### config.mk
export PLATFORM = sky130hd
export DESIGN_NAME = csr_spmv_engine
export DESIGN_NICKNAME = d
export VERILOG_FILES = /design/src/rtl/csr_spmv_pkg.sv /design/src/rtl/csr_mac_sat.sv /design/src/rtl/csr_spmv_engine.sv
export SDC_FILE = /design/constraint.sdc
export NUM_CORES = 2
export LEC_CHECK = 0
export CAP_MARGIN = 20
export CORE_AREA = 5 5 289 291
export CTS_CLUSTER_SIZE = 8
export DETAILED_ROUTE_END_ITERATION = 8
export DIE_AREA = 0 0 294 296
export DONT_BUFFER_PORTS = 1
export PLACE_DENSITY = 0.78
export SYNTH_ARGS = -nofsm -noshare
export SYNTH_HDL_FRONTEND = slang
export SYNTH_SLANG_ARGS = --single-unit
### constraint.sdc
create_clock -name ap_clk -period 32 [get_ports ap_clk]
set_input_delay 6.4 -clock ap_clk [delete_from_list [all_inputs] [get_ports ap_clk]]
set_output_delay 6.4 -clock ap_clk [all_outputs]
set_load 0.03 [all_outputs]
### src/rtl/csr_spmv_pkg.sv
// Shared definitions for the CSR sparse-matrix x dense-vector engine:
// FSM state encoding and width helpers used by the engine and its MAC.
package csr_spmv_pkg;

  typedef enum logic [2:0] {
    ST_IDLE = 3'd0,
    ST_ROW  = 3'd1,
    ST_ROWW = 3'd2,
    ST_VC   = 3'd3,
    ST_VCW  = 3'd4,
    ST_XW   = 3'd5,
    ST_WR   = 3'd6,
    ST_DONE = 3'd7
  } state_e;

  // Address width that never collapses to zero bits for tiny depths.
  function automatic int clog2_min1(input int n);
    return (n <= 2) ? 1 : $clog2(n);
  endfunction

  // Accumulator wide enough that NNZ_MAX full-precision products cannot overflow.
  function automatic int acc_width(input int data_w, input int nnz_max);
    return 2 * data_w + $clog2(nnz_max + 1);
  endfunction

endpackage

### src/rtl/csr_mac_sat.sv
// Signed multiply-accumulate with clear, plus an output formatter that
// either saturates the accumulator to DATA_W or keeps its low bits.
module csr_mac_sat
  import csr_spmv_pkg::*;
#(
  parameter int DATA_W  = 32,
  parameter int NNZ_MAX = 8,
  parameter int SAT     = 1
) (
  input  logic                     clk_i,
  input  logic                     srst_i,
  input  logic                     clr_i,
  input  logic                     en_i,
  input  logic                     zero_i,
  input  logic signed [DATA_W-1:0] a_i,
  input  logic signed [DATA_W-1:0] b_i,
  output logic signed [DATA_W-1:0] y_o
);

  localparam int ACC_W = acc_width(DATA_W, NNZ_MAX);

  logic signed [2*DATA_W-1:0] prod;
  logic signed [ACC_W-1:0]    acc_q;
  logic signed [ACC_W-1:0]    acc_d;
  logic [ACC_W-DATA_W:0]      top_bits;
  logic                       ovf;

  assign prod = a_i * b_i;

  always_comb begin
    acc_d = acc_q;
    if (clr_i) begin
      acc_d = '0;
    end else if (en_i && !zero_i) begin
      acc_d = acc_q + {{(ACC_W-2*DATA_W){prod[2*DATA_W-1]}}, prod};
    end
  end

  always_ff @(posedge clk_i) begin
    if (srst_i) begin
      acc_q <= '0;
    end else begin
      acc_q <= acc_d;
    end
  end

  // Value fits in DATA_W only when every bit from the DATA_W sign bit upward agrees.
  assign top_bits = acc_q[ACC_W-1:DATA_W-1];
  assign ovf      = !((&top_bits) || !(|top_bits));

  always_comb begin
    y_o = acc_q[DATA_W-1:0];
    if (SAT != 0 && ovf) begin
      y_o = acc_q[ACC_W-1] ? {1'b1, {(DATA_W-1){1'b0}}} : {1'b0, {(DATA_W-1){1'b1}}};
    end
  end

endmodule

### src/rtl/csr_spmv_engine.sv
// CSR SpMV engine: walks row pointers, fetches value/column/x through
// 1-cycle block-RAM ports, accumulates each row and writes y under ap_* control.
module csr_spmv_engine
  import csr_spmv_pkg::*;
#(
  parameter int DATA_W  = 32,
  parameter int IDX_W   = 32,
  parameter int N_ROWS  = 4,
  parameter int N_COLS  = 4,
  parameter int NNZ_MAX = 8,
  parameter int SAT     = 1
) (
  input  logic                                  ap_clk,
  input  logic                                  ap_rst,
  input  logic                                  ap_start,
  output logic                                  ap_done,
  output logic                                  ap_idle,
  output logic                                  ap_ready,
  output logic [clog2_min1(N_ROWS+1)-1:0]       row_index_address0,
  output logic                                  row_index_ce0,
  input  logic [IDX_W-1:0]                      row_index_q0,
  output logic [clog2_min1(N_ROWS+1)-1:0]       row_index_address1,
  output logic                                  row_index_ce1,
  input  logic [IDX_W-1:0]                      row_index_q1,
  output logic [clog2_min1(NNZ_MAX)-1:0]        value_r_address0,
  output logic                                  value_r_ce0,
  input  logic [DATA_W-1:0]                     value_r_q0,
  output logic [clog2_min1(NNZ_MAX)-1:0]        col_index_address0,
  output logic                                  col_index_ce0,
  input  logic [IDX_W-1:0]                      col_index_q0,
  output logic [clog2_min1(N_COLS)-1:0]         x_address0,
  output logic                                  x_ce0,
  input  logic [DATA_W-1:0]                     x_q0,
  output logic [clog2_min1(N_ROWS)-1:0]         y_address0,
  output logic                                  y_ce0,
  output logic                                  y_we0,
  output logic [DATA_W-1:0]                     y_d0,
  output logic                                  err_col,
  output logic                                  err_ptr
);

  localparam int RAW = clog2_min1(N_ROWS + 1);
  localparam int KAW = clog2_min1(NNZ_MAX);
  localparam int KW  = clog2_min1(NNZ_MAX + 1);
  localparam int CAW = clog2_min1(N_COLS);
  localparam int YAW = clog2_min1(N_ROWS);

  state_e                    state_q, state_d;
  logic [RAW-1:0]            r_q, r_d;
  logic [KW-1:0]             k_q, k_d, kend_q, kend_d;
  logic signed [DATA_W-1:0]  val_q, val_d;
  logic                      col_bad_q, col_bad_d;
  logic                      err_col_q, err_col_d;
  logic                      err_ptr_q, err_ptr_d;

  logic                      row_ce_q, row_ce_d;
  logic [RAW-1:0]            row_addr0_q, row_addr0_d;
  logic [RAW-1:0]            row_addr1_q, row_addr1_d;
  logic                      kv_ce_q, kv_ce_d;
  logic [KAW-1:0]            kv_addr_q, kv_addr_d;
  logic                      y_wr_q, y_wr_d;
  logic [YAW-1:0]            y_addr_q, y_addr_d;
  logic                      done_q, done_d;
  logic                      idle_q, idle_d;

  logic                      ptr_bad;
  logic                      row_empty;
  logic                      col_ok;
  logic                      last_row;
  logic [KW-1:0]             k_inc;

  assign ptr_bad   = (row_index_q1 < row_index_q0) || (row_index_q1 > IDX_W'(NNZ_MAX));
  assign row_empty = ptr_bad || (row_index_q1 == row_index_q0);
  assign col_ok    = col_index_q0 < IDX_W'(N_COLS);
  assign last_row  = r_q == RAW'(N_ROWS - 1);
  assign k_inc     = k_q + KW'(1);

  always_ff @(posedge ap_clk) begin
    if (ap_rst) begin
      state_q     <= ST_IDLE;
      r_q         <= '0;
      k_q         <= '0;
      kend_q      <= '0;
      val_q       <= '0;
      col_bad_q   <= 1'b0;
      err_col_q   <= 1'b0;
      err_ptr_q   <= 1'b0;
      row_ce_q    <= 1'b0;
      row_addr0_q <= '0;
      row_addr1_q <= '0;
      kv_ce_q     <= 1'b0;
      kv_addr_q   <= '0;
      y_wr_q      <= 1'b0;
      y_addr_q    <= '0;
      done_q      <= 1'b0;
      idle_q      <= 1'b1;
    end else begin
      state_q     <= state_d;
      r_q         <= r_d;
      k_q         <= k_d;
      kend_q      <= kend_d;
      val_q       <= val_d;
      col_bad_q   <= col_bad_d;
      err_col_q   <= err_col_d;
      err_ptr_q   <= err_ptr_d;
      row_ce_q    <= row_ce_d;
      row_addr0_q <= row_addr0_d;
      row_addr1_q <= row_addr1_d;
      kv_ce_q     <= kv_ce_d;
      kv_addr_q   <= kv_addr_d;
      y_wr_q      <= y_wr_d;
      y_addr_q    <= y_addr_d;
      done_q      <= done_d;
      idle_q      <= idle_d;
    end
  end

  // A malformed pointer pair is flagged and the row degrades to an empty row.
  always_comb begin
    state_d   = state_q;
    r_d       = r_q;
    k_d       = k_q;
    kend_d    = kend_q;
    val_d     = val_q;
    col_bad_d = col_bad_q;
    err_col_d = err_col_q;
    err_ptr_d = err_ptr_q;
    case (state_q)
      ST_IDLE: begin
        if (ap_start) begin
          state_d   = ST_ROW;
          r_d       = '0;
          err_col_d = 1'b0;
          err_ptr_d = 1'b0;
        end
      end
      ST_ROW: state_d = ST_ROWW;
      ST_ROWW: begin
        if (ptr_bad) begin
          err_ptr_d = 1'b1;
          k_d       = '0;
          kend_d    = '0;
        end else begin
          k_d    = row_index_q0[KW-1:0];
          kend_d = row_index_q1[KW-1:0];
        end
        state_d = row_empty ? ST_WR : ST_VC;
      end
      ST_VC: state_d = ST_VCW;
      ST_VCW: begin
        val_d     = value_r_q0;
        col_bad_d = !col_ok;
        if (!col_ok) begin
          err_col_d = 1'b1;
        end
        state_d = ST_XW;
      end
      ST_XW: begin
        k_d     = k_inc;
        state_d = (k_inc == kend_q) ? ST_WR : ST_VC;
      end
      ST_WR: begin
        r_d     = r_q + RAW'(1);
        state_d = last_row ? ST_DONE : ST_ROW;
      end
      ST_DONE: state_d = ST_IDLE;
      default: state_d = ST_IDLE;
    endcase
  end

  // Strobes are computed from the upcoming state so they leave a flop aligned with it.
  always_comb begin
    row_ce_d    = (state_d == ST_ROW);
    row_addr0_d = (state_d == ST_ROW) ? r_d : row_addr0_q;
    row_addr1_d = (state_d == ST_ROW) ? r_d + RAW'(1) : row_addr1_q;
    kv_ce_d     = (state_d == ST_VC);
    kv_addr_d   = (state_d == ST_VC) ? k_d[KAW-1:0] : kv_addr_q;
    y_wr_d      = (state_d == ST_WR);
    y_addr_d    = (state_d == ST_WR) ? r_d[YAW-1:0] : y_addr_q;
    done_d      = (state_d == ST_DONE);
    idle_d      = (state_d == ST_IDLE);
  end

  csr_mac_sat #(
    .DATA_W (DATA_W),
    .NNZ_MAX(NNZ_MAX),
    .SAT    (SAT)
  ) u_mac (
    .clk_i (ap_clk),
    .srst_i(ap_rst),
    .clr_i ((state_q == ST_WR) || (state_q == ST_IDLE && ap_start)),
    .en_i  (state_q == ST_XW),
    .zero_i(col_bad_q),
    .a_i   (val_q),
    .b_i   (x_q0),
    .y_o   (y_d0)
  );

  // The x fetch is issued straight off the column RAM output to keep 3 cycles per nonzero.
  assign x_ce0      = (state_q == ST_VCW) && col_ok;
  assign x_address0 = (state_q == ST_VCW) ? col_index_q0[CAW-1:0] : '0;

  assign ap_done            = done_q;
  assign ap_ready           = done_q;
  assign ap_idle            = idle_q;
  assign row_index_ce0      = row_ce_q;
  assign row_index_ce1      = row_ce_q;
  assign row_index_address0 = row_addr0_q;
  assign row_index_address1 = row_addr1_q;
  assign value_r_ce0        = kv_ce_q;
  assign col_index_ce0      = kv_ce_q;
  assign value_r_address0   = kv_addr_q;
  assign col_index_address0 = kv_addr_q;
  assign y_ce0              = y_wr_q;
  assign y_we0              = y_wr_q;
  assign y_address0         = y_addr_q;
  assign err_col            = err_col_q;
  assign err_ptr            = err_ptr_q;

endmodule

==> results.py <==
metrics = {
    "setup_path": {
        "reg2reg_launch_point": "val_q[31]",
        "rr_endpoint": "u_mac.acc_q[67]",
        "critPathRequiredTime_ns": 32.40,
        "critical_path_peak_fanout": 32,
        "crit_path_frequent_cell": "fa_1",
        "critPathCaptureType": "flip-flop",
        "worst_path_largest_cell_delay_ns": 1.02,
        "worst-setup-path-type": "in -> reg",
        "crit_family": "adder cells",
        "worst-r2r-cell-count": 35,
        "slowest_stage": "fa_1",
        "path_buf_inv": 6,
        "worstSetupPathDepth": 34,
        "startpoint": "x_q0[2]",
        "endpoint": "u_mac.acc_q[67]",
        "crit_path_start_kind": "input pin",
        "worst_ep_arrival_time_ns": 17.08,
        "setup.reg_to_reg.worst_slack_ns": 20.62,
    },
    "logic_synthesis": {
        "synth.avg_cell_area_um2": 8.84,
        "ys_seq_area_frac": 0.0577,
        "synth-seq-cells": 133,
        "synth_enable_flop_cells": 0,
        "netlist_area_um2": 46200,
        "synth-warning-count": 0,
        "syn_nets": 6759,
        "post_synth_main_area_contributors": "fa_1 47%, inv_1 8.3%, ha_1 7.9%",
        "asyncSetResetFlopFracSynth": 0,
        "synth_top_area_frac": 0.469,
        "dominant_synthesized_flop_cell": "dfxtp_1",
        "synth.distinct_cells": 82,
        "leading_area_contributor_after_synthesis": "fa_1",
        "synth_cells": 5222,
    },
    "route": {
        "routedWlPerCell_um": 18.9,
        "dr_total_vias": 34500,
        "viasPerCell": 5.67,
        "drt_first_iter_violations": 2133,
        "drt_first_pass_iters": 8,
        "detailed_route_drc_error_count": 0,
        "antenna_left": 0,
        "detail_route.wirelength_um": 115000,
    },
    "power": {
        "switching_share": 0.587,
        "cellPowerDensity_nw_per_um2": 64.9,
        "power.net_switching_w": 0.00180,
        "cell_internal_power_dissipation_w": 0.00127,
        "power.static_leakage_nw": 23.5,
        "pwr-share-seq": 0.060,
        "clockPowerShare": 0.065,
        "peak_supply_drop_mv": 0.0986,
        "comb_power_share": 0.875,
    },
    "grt": {
        "initial_antenna_violation_count": 1,
        "vias_in_the_first_global_route": 37500,
        "global_route.overflow_total": 0,
        "grt_pass1_wl_um": 192000,
        "pin_count_of_the_biggest_net_entering_global_routing": 76,
        "grt_use_total": 0.274,
    },
    "cts": {
        "number_of_cells_upsized_or_downsized_after_cts": 0,
        "cts_post_setup_buffers_inserted": 0,
        "clkLatencyLatePin_ns": 0.48,
        "tritoncts": "yes",
        "cts.root.buffer_cell": "clkbuf_16",
        "cts_bufs_inserted": 17,
        "clock-sinks": 133,
        "htree_num_levels": 4,
        "cts.hold.buffers_added": 0,
        "cts.clk_slew.worst_paths_ns": 0.07,
        "max_root_sink_buffers": 2,
    },
    "floorplanning": {
        "floorplan.die_area_um2": 87000,
        "io_pins": 223,
        "die_w_um": 294,
        "die_h_um": 296,
        "coreArea_um2": 80300,
        "starting_density_of_the_core": 0.575,
        "row_count": 104,
    },
    "sta": {
        "min_period_over_period": 0.521,
        "timing.final.setup_violations": 0,
        "accumulated_negative_setup_slack_ns": 0,
        "max_slew_margin": 0.231,
        "finalWorstSetupSlack_ns": 15.32,
        "finalClockSkew_ns": 0.0153,
        "worst_slew_pin_slew_ns": 1.16,
        "hold_viol_final": 0,
        "drv_slew": 0,
        "worst_hold_slack_ns": 0.452,
        "timing.final.crit_period_ns": 16.68,
        "rsz0062_at_grt": "no",
        "highest_clock_frequency_the_design_can_meet_ghz": 0.0600,
    },
    "placement": {
        "post-dp-hpwl_um": 95200,
        "pre_cts_slack_ns": 15.09,
        "placed_area_um2": 46800,
        "port-buffer-count": 0,
        "final_gp_congestion": 0.965,
    },
    "finish": {
        "finish.net_count": 6550,
        "final_layout_size_suffix_gt1_frac": 0.0227,
        "fin_area_um2": 47400,
        "area_growth_pct": 2.58,
        "layout.cells.most_common_list": "1,083 x fa_1, 1,016 x inv_1, 738 x nand2_1",
        "layout.cells.most_common": "fa_1",
        "n_fill_cell": 6776,
    },
    "outcome": {
        "outcome": "finished clean",
    },
    "run": {
        "timing.max_cap.violations": 0,
    },
    "min_path": {
        "min-delay-start": "val_q[7]",
        "holdCritPathClass": "reg -> reg",
    },
}
worst min path at each step:
stage | endpoint | cells past startpoint
CTS | val_q[7] | 2
floorplan | kend_q[0] | 2
global placement | val_q[27] | 2
finish | val_q[7] | 2
global route | val_q[7] | 2
detailed placement | val_q[7] | 2
power groups by stage:
stage,sequential (W),clock (W),combinational (W)
after floorplan,0.000184,0,0.00204
after global placement,0.000187,0,0.00263
after detailed placement,0.000187,0,0.00267
after CTS,0.000184,0.000205,0.00269
after global routing,0.000185,0.000212,0.00297
final,0.000184,0.000201,0.00269
layout make-up:
type	count	area, µm²	share of cell area
inverters	1016	3810	0.0805
diodes	2	5.00	0.000106
well taps	1060	1330	0.0280
flip-flops and latches	133	2660	0.0562
clock inverters	14	133	0.00280
multi-input cells	3803	38700	0.816
repair buffers	42	315	0.00666
clock buffers	18	439	0.00927
logic make-up (layout without fill, tap and decap cells):
logic type / count (synthesis) / count (layout) / share of synthesized area
AND/OR/NAND/NOR: 1680 / 1680 / 0.179
adder cells (fa/ha/maj): 1374 / 1374 / 0.548
buffers and inverters: 1286 / 1090 / 0.105
AO/OA/AOI/OAI: 614 / 614 / 0.0837
flip-flops: 133 / 133 / 0.0577
XOR/XNOR: 128 / 128 / 0.0243
multiplexers: 7 / 7 / 0.00157
other: 0 / 2 / 0
stage by stage:
stage | utilization | power, W | cells
5_1_grt | 0.590 | 0.00337 | 6087
2_1_floorplan | - | 0.00222 | 5222
3_5_place_dp | 0.583 | 0.00285 | 6054
3_3_place_gp | 0.583 | 0.00282 | 6054
4_1_cts | 0.590 | 0.00308 | 6086
6_report | 0.590 | 0.00308 | 6088
flip-flops by register name, summed over array words and instances (netlist names):
| signal | count |
|---|---|
| kend_q | 4 |
| col_bad_q | 1 |
| val_q | 32 |
| col_index_ce0 | 1 |
| col_index_address0 | 3 |
| r_q | 3 |
| row_index_address1 | 3 |
| row_index_address0 | 3 |
| row_index_ce0 | 1 |
| y_address0 | 2 |
| ap_done | 1 |
| err_col | 1 |
| err_ptr | 1 |
| state_q | 3 |
| u_mac.acc_q | 68 |
| k_q | 4 |
| y_ce0 | 1 |
| ap_idle | 1 |
worst reg2reg max path, delay by kind of cell (launching register included):
kind | cells | cell delay, ns
adders and majority gates | 10 | 5.56
AOI/OAI and AO/OA | 10 | 2.13
and+or+nand+nor | 6 | 1.63
buffers and inverters | 7 | 1.37
DFF | 1 | 0.31
xor gates and xnor gates | 2 | 0.31
Yosys cell counts (25+ instances only):
cell      instances
inv_1          1016
xnor2_1          85
o21ai_0          72
nand3_1          47
fa_1           1083
clkbuf_1        250
nor2_1          147
nor4_1           33
a211oi_1         25
nand2_1         738
ha_1            291
nor3_1           33
xor2_1           43
nand2b_1         32
a21o_1           96
a21oi_1         269
o21a_1           27
dfxtp_1         133
and2_1          530
nand4_1          38
layer usage:
layer	global-route usage	wire length, µm	vias to the layer above
met1	0.338	43800	17500
met5	0	0	-
met3	0.0508	7840	313
met4	0.115	5200	0
met2	0.477	58500	1190
li1	-	-	15400
No activity file was read; power rests on OpenSTA's default activity.
